==> src/rtl/ps2_rx_fifo.sv <==
// PS/2 keyboard receiver: synchronises the PS/2 lines, decodes 11-bit frames with
// odd-parity/stop checks and a stall watchdog, then buffers good codes in a show-ahead FIFO.
module ps2_rx_fifo #(
  parameter int SYNC_STAGES    = 2,
  parameter int FIFO_DEPTH     = 8,
  parameter int HIST_BYTES     = 2,
  parameter int TIMEOUT_CYCLES = 50000
) (
  input  logic                          CLOCK,
  input  logic                          rst_n,
  input  logic                          PS2_KBCLK,
  input  logic                          PS2_KBDAT,
  input  logic                          rd_en,
  input  logic                          clr_err,
  output logic [7:0]                    rd_data,
  output logic                          rd_valid,
  output logic [$clog2(FIFO_DEPTH):0]   fifo_count,
  output logic [8*HIST_BYTES-1:0]       code_vector,
  output logic                          parity_err,
  output logic                          frame_err,
  output logic                          overflow,
  output logic [1:0]                    dbg_state
);

  localparam int AW   = $clog2(FIFO_DEPTH);
  localparam int CW   = AW + 1;
  localparam int WD_W = $clog2(TIMEOUT_CYCLES + 1);

  typedef enum logic [1:0] {
    S_IDLE   = 2'd0,
    S_DATA   = 2'd1,
    S_PARITY = 2'd2,
    S_STOP   = 2'd3
  } state_t;

  logic [SYNC_STAGES-1:0] r_clk_sync;
  logic [SYNC_STAGES-1:0] r_dat_sync;
  logic                   r_clk_prev;
  logic                   w_clk_s;
  logic                   w_fall;
  logic                   w_bit;

  state_t    r_state;
  state_t    w_state_next;
  logic [2:0] r_bit_cnt;
  logic [7:0] r_shift;
  logic       r_par;
  logic [WD_W-1:0] r_wd_cnt;

  logic w_start;
  logic w_shift_en;
  logic w_latch_par;
  logic w_commit;
  logic w_par_bad;
  logic w_stop_bad;
  logic w_timeout;

  logic [7:0]          r_mem [FIFO_DEPTH];
  logic [AW-1:0]       r_wr_ptr;
  logic [AW-1:0]       r_rd_ptr;
  logic [CW-1:0]       r_count;
  logic                r_overflow;
  logic                r_parity_err;
  logic                r_frame_err;
  logic [8*HIST_BYTES-1:0] r_cv;
  logic [8*HIST_BYTES-1:0] w_cv_next;
  logic                w_full;
  logic                w_pop;
  logic                w_push;

  // Lines idle high, so the synchronisers reset to 1 to avoid a phantom fall.
  always_ff @(posedge CLOCK or negedge rst_n) begin
    if (!rst_n) begin
      r_clk_sync <= '1;
      r_dat_sync <= '1;
      r_clk_prev <= 1'b1;
    end else begin
      r_clk_sync <= {r_clk_sync[SYNC_STAGES-2:0], PS2_KBCLK};
      r_dat_sync <= {r_dat_sync[SYNC_STAGES-2:0], PS2_KBDAT};
      r_clk_prev <= w_clk_s;
    end
  end

  assign w_clk_s = r_clk_sync[SYNC_STAGES-1];
  assign w_bit   = r_dat_sync[SYNC_STAGES-1];
  assign w_fall  = r_clk_prev & ~w_clk_s;

  always_ff @(posedge CLOCK or negedge rst_n) begin
    if (!rst_n) r_state <= S_IDLE;
    else        r_state <= w_state_next;
  end

  always_comb begin
    w_state_next = r_state;
    w_start      = 1'b0;
    w_shift_en   = 1'b0;
    w_latch_par  = 1'b0;
    w_commit     = 1'b0;
    w_par_bad    = 1'b0;
    w_stop_bad   = 1'b0;
    w_timeout    = 1'b0;
    if (r_state != S_IDLE && !w_fall && r_wd_cnt == WD_W'(TIMEOUT_CYCLES - 1)) begin
      w_timeout    = 1'b1;
      w_state_next = S_IDLE;
    end else if (w_fall) begin
      case (r_state)
        S_IDLE: begin
          if (!w_bit) begin
            w_start      = 1'b1;
            w_state_next = S_DATA;
          end
        end
        S_DATA: begin
          w_shift_en = 1'b1;
          if (r_bit_cnt == 3'd7) w_state_next = S_PARITY;
        end
        S_PARITY: begin
          w_latch_par  = 1'b1;
          w_state_next = S_STOP;
        end
        S_STOP: begin
          w_state_next = S_IDLE;
          // Parity is judged first so a doubly-corrupt frame reports only parity.
          if ((^r_shift ^ r_par) != 1'b1) w_par_bad  = 1'b1;
          else if (!w_bit)                w_stop_bad = 1'b1;
          else                            w_commit   = 1'b1;
        end
        default: w_state_next = S_IDLE;
      endcase
    end
  end

  always_ff @(posedge CLOCK or negedge rst_n) begin
    if (!rst_n) begin
      r_bit_cnt    <= '0;
      r_shift      <= '0;
      r_par        <= 1'b0;
      r_wd_cnt     <= '0;
      r_parity_err <= 1'b0;
      r_frame_err  <= 1'b0;
    end else begin
      if (w_start) r_bit_cnt <= '0;
      else if (w_shift_en) begin
        r_shift[r_bit_cnt] <= w_bit;
        r_bit_cnt          <= r_bit_cnt + 3'd1;
      end
      if (w_latch_par) r_par <= w_bit;
      if (r_state == S_IDLE || w_fall) r_wd_cnt <= '0;
      else                             r_wd_cnt <= r_wd_cnt + 1'b1;
      r_parity_err <= w_par_bad;
      r_frame_err  <= w_stop_bad | w_timeout;
    end
  end

  generate
    if (HIST_BYTES == 1) begin : g_hist_one
      assign w_cv_next = r_shift;
    end else begin : g_hist_many
      assign w_cv_next = {r_cv[8*HIST_BYTES-9:0], r_shift};
    end
  endgenerate

  assign w_full = (r_count == CW'(FIFO_DEPTH));
  assign w_pop  = rd_en && (r_count != '0);
  // A full FIFO still accepts a push when the head leaves in the same cycle.
  assign w_push = w_commit && (!w_full || w_pop);

  always_ff @(posedge CLOCK) begin
    if (w_push) r_mem[r_wr_ptr] <= r_shift;
  end

  always_ff @(posedge CLOCK or negedge rst_n) begin
    if (!rst_n) begin
      r_wr_ptr   <= '0;
      r_rd_ptr   <= '0;
      r_count    <= '0;
      r_overflow <= 1'b0;
      r_cv       <= '0;
    end else begin
      if (w_commit) r_cv <= w_cv_next;
      if (w_push) r_wr_ptr <= r_wr_ptr + 1'b1;
      if (w_pop)  r_rd_ptr <= r_rd_ptr + 1'b1;
      case ({w_push, w_pop})
        2'b10:   r_count <= r_count + 1'b1;
        2'b01:   r_count <= r_count - 1'b1;
        default: r_count <= r_count;
      endcase
      if (w_commit && w_full && !w_pop) r_overflow <= 1'b1;
      else if (clr_err)                 r_overflow <= 1'b0;
    end
  end

  assign rd_valid    = (r_count != '0);
  assign rd_data     = rd_valid ? r_mem[r_rd_ptr] : 8'h00;
  assign fifo_count  = r_count;
  assign code_vector = r_cv;
  assign parity_err  = r_parity_err;
  assign frame_err   = r_frame_err;
  assign overflow    = r_overflow;
  assign dbg_state   = r_state;

endmodule

==> config.mk <==
export PLATFORM = sky130hd
export DESIGN_NAME = ps2_rx_fifo
export DESIGN_NICKNAME = d
export VERILOG_FILES = /design/src/rtl/ps2_rx_fifo.sv
export SDC_FILE = /design/constraint.sdc
export NUM_CORES = 1
export LEC_CHECK = 0
export ABC_AREA = 1
export ABC_CLOCK_PERIOD_IN_PS = 3000
export BUFFER_PORTS_ARGS = -buffer_cell sky130_fd_sc_hd__buf_2
export CAP_MARGIN = 20
export CORE_ASPECT_RATIO = 2
export CORE_MARGIN = 4
export CORE_UTILIZATION = 60
export CTS_CLUSTER_DIAMETER = 120
export CTS_CLUSTER_SIZE = 16
export DETAILED_ROUTE_END_ITERATION = 16
export HOLD_SLACK_MARGIN = 0.03
export PLACE_DENSITY = 0.84
export SETUP_SLACK_MARGIN = 0.15
export SYNTH_ARGS = -nofsm -noshare
export SYNTH_HDL_FRONTEND = slang
export SYNTH_SLANG_ARGS = --single-unit
==> constraint.sdc <==
create_clock -name CLOCK -period 3 [get_ports CLOCK]
set_clock_uncertainty 0.05 [all_clocks]
set_input_delay 0.3 -clock CLOCK [delete_from_list [all_inputs] [get_ports CLOCK]]
set_output_delay 0.3 -clock CLOCK [all_outputs]
set_load 0.01 [all_outputs]
==> flow_metrics.env, run 1 <==
export IMPL_outcome="completed"
export IMPL_p_total_mw=6.19
export IMPL_synth_ff_type="edfxtp_1"
export IMPL_seq_area_um2=3540
export IMPL_ff2ff_setup_slack_ps=300
export IMPL_synth_compound_area_frac=0.109
export IMPL_worstRegToRegCells=20
export IMPL_min_path_type="in -> reg"
export IMPL_io_buffers=39
export IMPL_synth_edf_count=64
export IMPL_cp_cell_sequence="inv_2 > nand2_1 > nand2_1 > nand2_1 > nand2_1 > clkinv_1 > nand3_2 > nand2_4 > nand2_8 > nand2_2 > inv_1 > ha_1 > nand2_1 > nand2_1 > a31oi_1 > inv_1 > nand2_1 > nand3_1 > nand2_1 > inv_1"
export IMPL_grt_pass1_wl_um=22100
export IMPL_drcViolationCount=0
export IMPL_synthCells=526
export IMPL_ios=40
export IMPL_routed_wl_um=13700
export IMPL_period_needed_ps=2700
export IMPL_period_share=0.901
export IMPL_synthMuxAreaShare=0.0175
export IMPL_cts_tree="yes"
export IMPL_synthesis_area_um2=5590
export IMPL_gp_congestion=0.857
export IMPL_grt_use_total=0.266
export IMPL_fp_dieH_um=145
export IMPL_grt_start_max_net_pins=41
export IMPL_path_common_cell="nand2_1"
export IMPL_slew_violations=0
export IMPL_grt_pass1_vias=4327
export IMPL_yosys_area_share_simple=0.153
export IMPL_synth_xor_area_frac=0.0110
export IMPL_critPathKind="reg -> reg"
export IMPL_drt_initial_drc_count=385
export IMPL_yosys_warnings=0
export IMPL_synth_async_reset_ratio=0.500
export IMPL_antenna_found_initial=0
export IMPL_arrival_ps=2970
export IMPL_worst_path_buf_inv=5
export IMPL_post_drt_wl_per_cell_um=19.4
export IMPL_mostFrequentLayoutCell="nor2_1"
export IMPL_crit_family="simple AND/OR/NAND/NOR gates"
export IMPL_dpl_cell_area_um2=5970
export IMPL_fin_area_um2=6620
export IMPL_cts_buffers=17
export IMPL_die_width_um=76.3
export IMPL_rsz0062_at_grt="true"
export IMPL_rr_endpoint="fifo_count[3]"
export IMPL_syn_avg_cell_area_um2=10.6
export IMPL_grt_overflow_total=0
export IMPL_mostFrequentLayoutCells="nor2_1 (72), nand2_1 (68), edfxtp_1 (64)"
export IMPL_htree_levels=4
export IMPL_diodes=0
export IMPL_core_um2=9070
export IMPL_ir_worst_vdd_v=0.000490
export IMPL_root_buffer="clkbuf_16"
export IMPL_cts_buffer_depth=2
export IMPL_path_max_fanout=14
export IMPL_cts_sinks=128
export IMPL_ys_seq_area_frac=0.631
export IMPL_routed_via_density=6.10
export IMPL_ant_nets=0
export IMPL_cp_depth=20
export IMPL_num_vias=4300
export IMPL_holdWs_ps=50.3
export IMPL_postCtsSetupBuffers=0
export IMPL_max_freq_mhz=370
export IMPL_final_setup_tns_ps=0
export IMPL_dr_pass1_iters=6
export IMPL_post_dp_hpwl_um=8740
export IMPL_rows=49
export IMPL_max_stage_delay_ps=500
export IMPL_max_slew_margin_rel=0.586
export IMPL_start_util=0.616
export IMPL_clk_pin_slew_ps=60
export IMPL_endpoint="fifo_count[3]"
export IMPL_reg2reg_from="r_shift[6]"
export IMPL_nets=609
export IMPL_synth_distinct_cells=39
export IMPL_crit_path_start_kind="flop"
export IMPL_crit_required_ps=3270
export IMPL_hold_viol_final=0
export IMPL_leakagePower_nw=2.91
export IMPL_ys_ff_latch=128
export IMPL_die_area_um2=11000
export IMPL_synth_top_family_by_area="simple AND/OR/NAND/NOR gates"
export IMPL_cellPowerDensity_nw_per_um2=936
export IMPL_end_kind="flop"
export IMPL_syn_num_nets=545
export IMPL_drv_cap=0
export IMPL_clk_latency_ps=420
export IMPL_setup_viol=0
export IMPL_tightest_slew_ps=620
export IMPL_drive_gt1_frac=0.224
export IMPL_crit_start="r_shift[6]"
export IMPL_synthAdderAreaFrac=0.0304
export IMPL_slowest_stage="dfrtp_2"
export IMPL_area_delta_synth_final_pct=18.3
export IMPL_multiInputGateArea_um2=1810
export IMPL_fill_cells=616
[worst reg2reg max path: stages (launching register included)]
cell	delay (ps)
dfrtp_2	500
inv_2	80
nand2_1	70
nand2_1	60
nand2_1	70
nand2_1	120
clkinv_1	90
nand3_2	90
nand2_4	150
nand2_8	130
nand2_2	130
inv_1	70
ha_1	320
nand2_1	70
nand2_1	40
a31oi_1	200
inv_1	60
nand2_1	90
nand3_1	80
nand2_1	70
inv_1	30
[stage by stage]
step | std cells | setup slack, ps | utilization
after floorplan | 526 | 653 | -
after global placement | 669 | 449 | 0.658
after detailed placement | 669 | 275 | 0.658
after CTS | 704 | 238 | 0.726
after global routing | 705 | 69.1 | 0.729
final | 705 | 297 | 0.729
[timing repair]
item / CTS / global route
endpoints found under the setup margin: 0 / 2
hold buffers: 3 / 0
hold endpoints to repair: 21 / 0
resized for setup: 0 / 9
[kinds of logic (layout without fill, tap and decap cells)]
logic type / after synthesis / in the layout
DFF: 128 / 128
xor gates and xnor gates: 7 / 7
buffers and inverters: 69 / 145
muxes: 8 / 8
and+or+nand+nor: 188 / 189
adders and majority gates: 13 / 13
AOI/OAI and AO/OA: 113 / 113
[synthesized netlist by cell type, types with 7 or more instances]
master | count | area, µm²
nand2_2 | 8 | 50.1
o22ai_1 | 9 | 56.3
clkbuf_1 | 10 | 37.5
o21ai_0 | 62 | 310
ha_1 | 12 | 150
a21oi_1 | 19 | 95.1
inv_1 | 49 | 184
nand2_1 | 68 | 255
nor3_1 | 7 | 35.0
nand3_1 | 8 | 40.0
edfxtp_1 | 64 | 1920
dfrtp_1 | 59 | 1480
nor2_1 | 72 | 270
a31oi_1 | 18 | 113
[area by class of cell]
type                       instances  share of cell area
clock inverter                    15              0.0246
multi-input combinational        330               0.274
timing repair buffer              57              0.0511
sequential                       128               0.535
clock buffer                      17              0.0643
tap                              102              0.0193
inverter                          56              0.0323
[worst min-delay path by stage]
| stage | start | to | slack, ps | cells after the start |
|---|---|---|---|---|
| 4_1_cts | clr_err | overflow | 40 | 2 |
| 3_3_place_gp | rst_n | dbg_state[0] | 290 | 1 |
| 5_1_grt | clr_err | overflow | 50 | 2 |
| 2_1_floorplan | rst_n | code_vector[0] | -50 | 0 |
| 3_5_place_dp | rst_n | dbg_state[0] | 280 | 1 |
| 6_report | clr_err | overflow | 50 | 2 |
[flip-flops by register name (all words and copies together), names as in the netlist, 3 cells and up]
name         flops
code_vector     16
r_wd_cnt        16
r_rd_ptr         3
r_bit_cnt        3
fifo_count       4
r_mem           64
r_shift          8
r_wr_ptr         3
[power breakdown]
group	internal [mW]	switching, mW	total (mW)
registers	2.07	0.206	2.28
logic	0.637	1.24	1.88
clock network	1.23	0.811	2.04
total	3.94	2.26	6.19
[routing by layer]
| layer | part of all wire | up-vias | GRT usage |
|---|---|---|---|
| met2 | 0.56 | 199 | 0.490 |
| met5 | 0 | - | 0 |
| met3 | 0.055 | 47 | 0.0673 |
| li1 | - | 1933 | - |
| met4 | 0.043 | 0 | 0.152 |
| met1 | 0.35 | 2121 | 0.271 |
(Power assumes the default switching activity.)
==> inputs of run 2 (changes only) <==
Settings changed: REMOVE_ABC_BUFFERS set to 1.
==> run 2 against run 1 <==
Net effect: global-route usage fell by 2.2 points; clock power fell by 6%; die area did not move; non-clock buffer count fell by 1; total power fell by 3.9%; combinational power fell by 6%; count of clock-buffer cells in the layout rose by 1; critical path depth fell by 14.
==> flow_metrics.env, run 2 (same netlist as run 1, synthesis figures left out) <==
export IMPL_cp_cell_sequence="inv_1 > o21ai_0 > o22ai_1 > o21ai_0 > a31oi_1 > buf_2"
export IMPL_seq_area_um2=3530
export IMPL_crit_required_ps=2650
export IMPL_period_needed_ps=2630
export IMPL_cellPowerDensity_nw_per_um2=908
export IMPL_start_util=0.616
export IMPL_max_freq_mhz=381
export IMPL_end_kind="output pin"
export IMPL_setup_viol=0
export IMPL_slowest_stage="inv_1"
export IMPL_htree_levels=4
export IMPL_mostFrequentLayoutCell="nor2_1"
export IMPL_num_vias=4134
export IMPL_grt_use_total=0.244
export IMPL_routed_wl_um=12800
export IMPL_pwr_share_comb=0.296
export IMPL_rsz0062_at_grt="false"
export IMPL_post_drt_wl_per_cell_um=18.2
export IMPL_ant_nets=0
export IMPL_p_total_mw=5.95
export IMPL_die_width_um=76.3
export IMPL_critPathKind="reg -> out"
export IMPL_drive_gt1_frac=0.213
export IMPL_outcome="completed"
export IMPL_area_delta_synth_final_pct=17.3
export IMPL_routed_via_density=5.88
export IMPL_slew_violations=0
export IMPL_internal_power_mw=3.83
export IMPL_drcViolationCount=0
export IMPL_crit_family="buffers and inverters"
export IMPL_max_slew_margin_rel=0.444
export IMPL_grt_pass1_vias=4192
export IMPL_min_path_type="in -> reg"
export IMPL_fill_cells=615
export IMPL_arrival_ps=2280
export IMPL_p_switching_mw=2.12
export IMPL_io_buffers=39
export IMPL_tightest_slew_ps=834
export IMPL_clk_pin_slew_ps=60
export IMPL_multiInputGateArea_um2=1790
export IMPL_postCtsSetupBuffers=0
export IMPL_root_buffer="clkbuf_16"
export IMPL_period_share=0.875
export IMPL_grt_pass1_wl_um=20400
export IMPL_die_area_um2=11000
export IMPL_setup_ws_ps=375
export IMPL_seqPwrFrac=0.383
export IMPL_path_common_cell="o21ai_0"
export IMPL_clk_latency_ps=410
export IMPL_max_stage_delay_ps=610
export IMPL_ir_worst_vdd_v=0.000641
export IMPL_p_sw_frac=0.357
export IMPL_holdWs_ps=212
export IMPL_leakagePower_nw=2.88
export IMPL_mostFrequentLayoutCells="nor2_1 (72), nand2_1 (68), edfxtp_1 (64)"
export IMPL_post_dp_hpwl_um=8580
export IMPL_cts_buffers=17
export IMPL_nets=607
export IMPL_largest_reg_flops=64
export IMPL_gp_congestion=0.837
export IMPL_antenna_found_initial=0
export IMPL_cts_buffer_depth=2
export IMPL_p_clk_frac=0.321
export IMPL_path_max_fanout=29
export IMPL_ios=40
export IMPL_grt_start_max_net_pins=46
export IMPL_grt_overflow_total=0
export IMPL_core_um2=9070
export IMPL_cts_sinks=128
export IMPL_diodes=0
export IMPL_post_place_ws_ps=376
export IMPL_fp_dieH_um=145
export IMPL_crit_path_start_kind="flop"
export IMPL_rows=49
export IMPL_final_util=0.723
export IMPL_dr_pass1_iters=5
export IMPL_hold_viol_final=0
export IMPL_drt_initial_drc_count=332
export IMPL_drv_cap=0
export IMPL_final_setup_tns_ps=0
export IMPL_top_register="r_mem"
export IMPL_worst_path_buf_inv=2
export IMPL_cts_tree="yes"
run 2: metal layers:
metal	GRT usage	routed length [µm]	vias up
met1	0.241	4410	1974
met4	0.132	547	0
li1	-	-	1926
met2	0.462	7180	187
met5	0	0	-
met3	0.0623	683	47
run 2: metrics by stage:
step	cell area (µm²)	instances
after global placement	5950	667
after floorplan	5530	513
after global routing	6560	703
final	6560	703
after detailed placement	5950	667
after CTS	6550	703
run 2: worst paths after layout:
check                                end  slack (ps)           from  cells past startpoint
min                          r_rd_ptr[0]         210          rd_en                      3
max in group asynchronous     r_shift[7]        1600          rst_n                      3
min reg2reg                r_dat_sync[1]         300  r_dat_sync[0]                      0
max reg2reg                fifo_count[3]         390     r_shift[1]                     20
max                           rd_data[1]         370    r_rd_ptr[0]                      6
min in group asynchronous     r_shift[1]         330          rst_n                      2
run 2: layout make-up:
| class | instances | share of cell area |
|---|---|---|
| clock buffer | 18 | 0.0670 |
| clock inverter | 14 | 0.0181 |
| inverter | 56 | 0.0321 |
| multi-input combinational | 329 | 0.273 |
| sequential | 128 | 0.539 |
| tap | 102 | 0.0195 |
| timing repair buffer | 56 | 0.0508 |
run 2: timing repair:
action,4_1_cts,5_1_grt
resized for setup,0,4
hold buffers,4,0
setup endpoints to repair,0,1
hold endpoints to repair,18,0
run 2: power by group through the flow:
stage	registers [mW]	clock network, mW	logic, mW
CTS	2.27	1.93	1.78
detailed placement	2.30	0	1.74
global placement	2.28	0	1.66
floorplan	2.33	0	1.10
finish	2.28	1.91	1.76
global route	2.30	2.01	1.97
run 2: worst register-to-register path, stage by stage (launching register included):
cell     delay (ps)
dfrtp_1         540
inv_1           120
nand2_2          90
nand2_1          70
nand2_2          90
nand2_2          50
nand2_2          90
nand3_2          90
nand2_4         120
nand2_8          60
nand2_2         100
inv_1            70
ha_1            320
nand2_1          70
nand2_1          40
a31oi_1         190
inv_1            70
nand2_1          80
nand3_1          70
nand2_1          70
inv_1            40
==> inputs of run 3 (changes only) <==
Settings changed: GPL_TIMING_DRIVEN set to 0.
==> run 3 against run 2 <==
Net effect: flip-flop and latch count did not move; critical path type is now reg -> reg; critical endpoint is now fifo_count[3]; clock power increased by 5%; sequential power increased by 6%; largest cell class unchanged; register-to-register slack worse by 120 ps.
==> flow_metrics.env, run 3 (same netlist as run 1, synthesis figures left out) <==
export IMPL_outcome="completed"
export IMPL_tightest_slew_ps=690
export IMPL_ir_worst_vdd_v=0.000619
export IMPL_cts_tree="yes"
export IMPL_cts_buffer_depth=2
export IMPL_min_from="rd_en"
export IMPL_num_vias=4188
export IMPL_cp_depth=21
export IMPL_htree_levels=4
export IMPL_end_kind="flop"
export IMPL_start_util=0.616
export IMPL_crit_start="r_shift[0]"
export IMPL_leakagePower_nw=2.88
export IMPL_gp_congestion=0.854
export IMPL_final_util=0.733
export IMPL_root_buffer="clkbuf_16"
export IMPL_path_max_fanout=14
export IMPL_period_needed_ps=2730
export IMPL_rsz0062_at_grt="false"
export IMPL_crit_family="simple AND/OR/NAND/NOR gates"
export IMPL_arrival_ps=3040
export IMPL_crit_path_start_kind="flop"
export IMPL_slew_violations=0
export IMPL_grt_pass1_vias=4207
export IMPL_max_stage_delay_ps=530
export IMPL_path_common_cell="nand2_1"
export IMPL_period_share=0.911
export IMPL_drv_cap=0
export IMPL_area_delta_synth_final_pct=19.0
export IMPL_largest_reg_flops=64
export IMPL_antenna_found_initial=0
export IMPL_core_um2=9070
export IMPL_grt_use_total=0.239
export IMPL_post_dp_hpwl_um=8250
export IMPL_cts_sinks=128
export IMPL_routed_via_density=5.97
export IMPL_fill_cells=580
export IMPL_drcViolationCount=0
export IMPL_diodes=0
export IMPL_die_width_um=76.3
export IMPL_grt_pass1_wl_um=20200
export IMPL_fp_dieH_um=145
export IMPL_top_register="r_mem"
export IMPL_setup_viol=0
export IMPL_grt_overflow_total=0
export IMPL_worstRegToRegCells=21
export IMPL_cellPowerDensity_nw_per_um2=923
export IMPL_dr_pass1_iters=7
export IMPL_drt_initial_drc_count=352
export IMPL_die_area_um2=11000
export IMPL_post_drt_wl_per_cell_um=18.9
export IMPL_endpoint="fifo_count[3]"
export IMPL_mostFrequentLayoutCells="nand2_1 (68), nor2_1 (66), edfxtp_1 (64)"
export IMPL_cp_cell_sequence="nand2_1 > nand2_1 > nand2_2 > nand2_2 > nand2_2 > nand2_2 > nand2_2 > nand2_4 > nand2_8 > nand2_4 > inv_1 > ha_1 > nand2_1 > nand2_1 > a31oi_1 > inv_1 > nand2_1 > nand2_1 > nand2_1 > nand2_1 > inv_1"
export IMPL_routed_wl_um=13300
export IMPL_ios=40
export IMPL_max_slew_margin_rel=0.540
export IMPL_grt_start_max_net_pins=37
export IMPL_min_path_type="in -> reg"
export IMPL_cts_buffers=17
export IMPL_crit_required_ps=3310
export IMPL_mostFrequentLayoutCell="nand2_1"
export IMPL_ff2ff_setup_slack_ps=270
export IMPL_reg2reg_from="r_shift[0]"
export IMPL_dpl_cell_area_um2=5880
export IMPL_drive_gt1_frac=0.234
export IMPL_clk_pin_slew_ps=60
export IMPL_io_buffers=39
export IMPL_nets=605
export IMPL_fin_area_um2=6660
export IMPL_hold_viol_final=0
export IMPL_critPathKind="reg -> reg"
export IMPL_rr_endpoint="fifo_count[3]"
export IMPL_clk_latency_ps=410
export IMPL_worst_path_buf_inv=3
export IMPL_ant_nets=0
export IMPL_slowest_stage="dfrtp_2"
export IMPL_max_freq_mhz=366
export IMPL_rows=49
## run 3: per-layer routing
| metal | up-vias | track usage | share of wire |
|---|---|---|---|
| met5 | - | 0 | 0 |
| met4 | 0 | 0.146 | 0.047 |
| met3 | 55 | 0.0493 | 0.037 |
| met2 | 138 | 0.466 | 0.58 |
| met1 | 2067 | 0.224 | 0.34 |
| li1 | 1928 | - | - |
## run 3: what timing repair did
action / 4_1_cts / 5_1_grt
setup buffers: 0 / 8
setup endpoints to repair: 73 / 73
resized for setup: 14 / 11
pin swaps: 0 / 1
cloned: 1 / 1
endpoints found under the hold margin: 25 / 1
hold buffers: 3 / 1
## run 3: worst min-delay path by stage
stage | to | depth (start not counted) | slack, ps
after floorplan | code_vector[0] | 0 | -50
after global placement | r_dat_sync[1] | 0 | 300
after detailed placement | r_clk_sync[1] | 0 | 300
after CTS | overflow | 2 | 30
after global routing | r_rd_ptr[0] | 3 | 240
final | r_rd_ptr[0] | 3 | 240
## run 3: area by class of cell
cell class              instances  area, µm²  area share
inverters                      56        218      0.0327
well taps                     102        128      0.0192
clock inverters                13        140      0.0211
flip-flops and latches        128       3540       0.533
clock buffers                  19        443      0.0666
multi-input cells             330       1850       0.277
repair buffers                 52        328      0.0493
repair inverters                1       7.51     0.00113
## run 3: worst register-to-register path: cells and delay by family, from the launching register on
kind                     cells  cell delay (ps)
AND/OR/NAND/NOR             16             1370
AO/OA/AOI/OAI                1              230
adder cells (fa/ha/maj)      1              320
flip-flops                   1              530
buffers and inverters        3              190
## run 3: where the power goes
group	switching, mW	internal (mW)
logic	1.11	0.616
registers	0.330	2.08
clock network	0.763	1.24
## run 3: through the flow
stage	worst slack, ps	power [mW]	cells	setup TNS, ps	hold WS (ps)
after CTS	74.0	6.05	691	0	32.6
after floorplan	596	3.43	513	0	-45.6
after detailed placement	-167	4.01	655	-1340	297
after global routing	119	6.42	701	0	240
after global placement	32.9	3.89	654	0	296
final	268	6.14	701	0	237
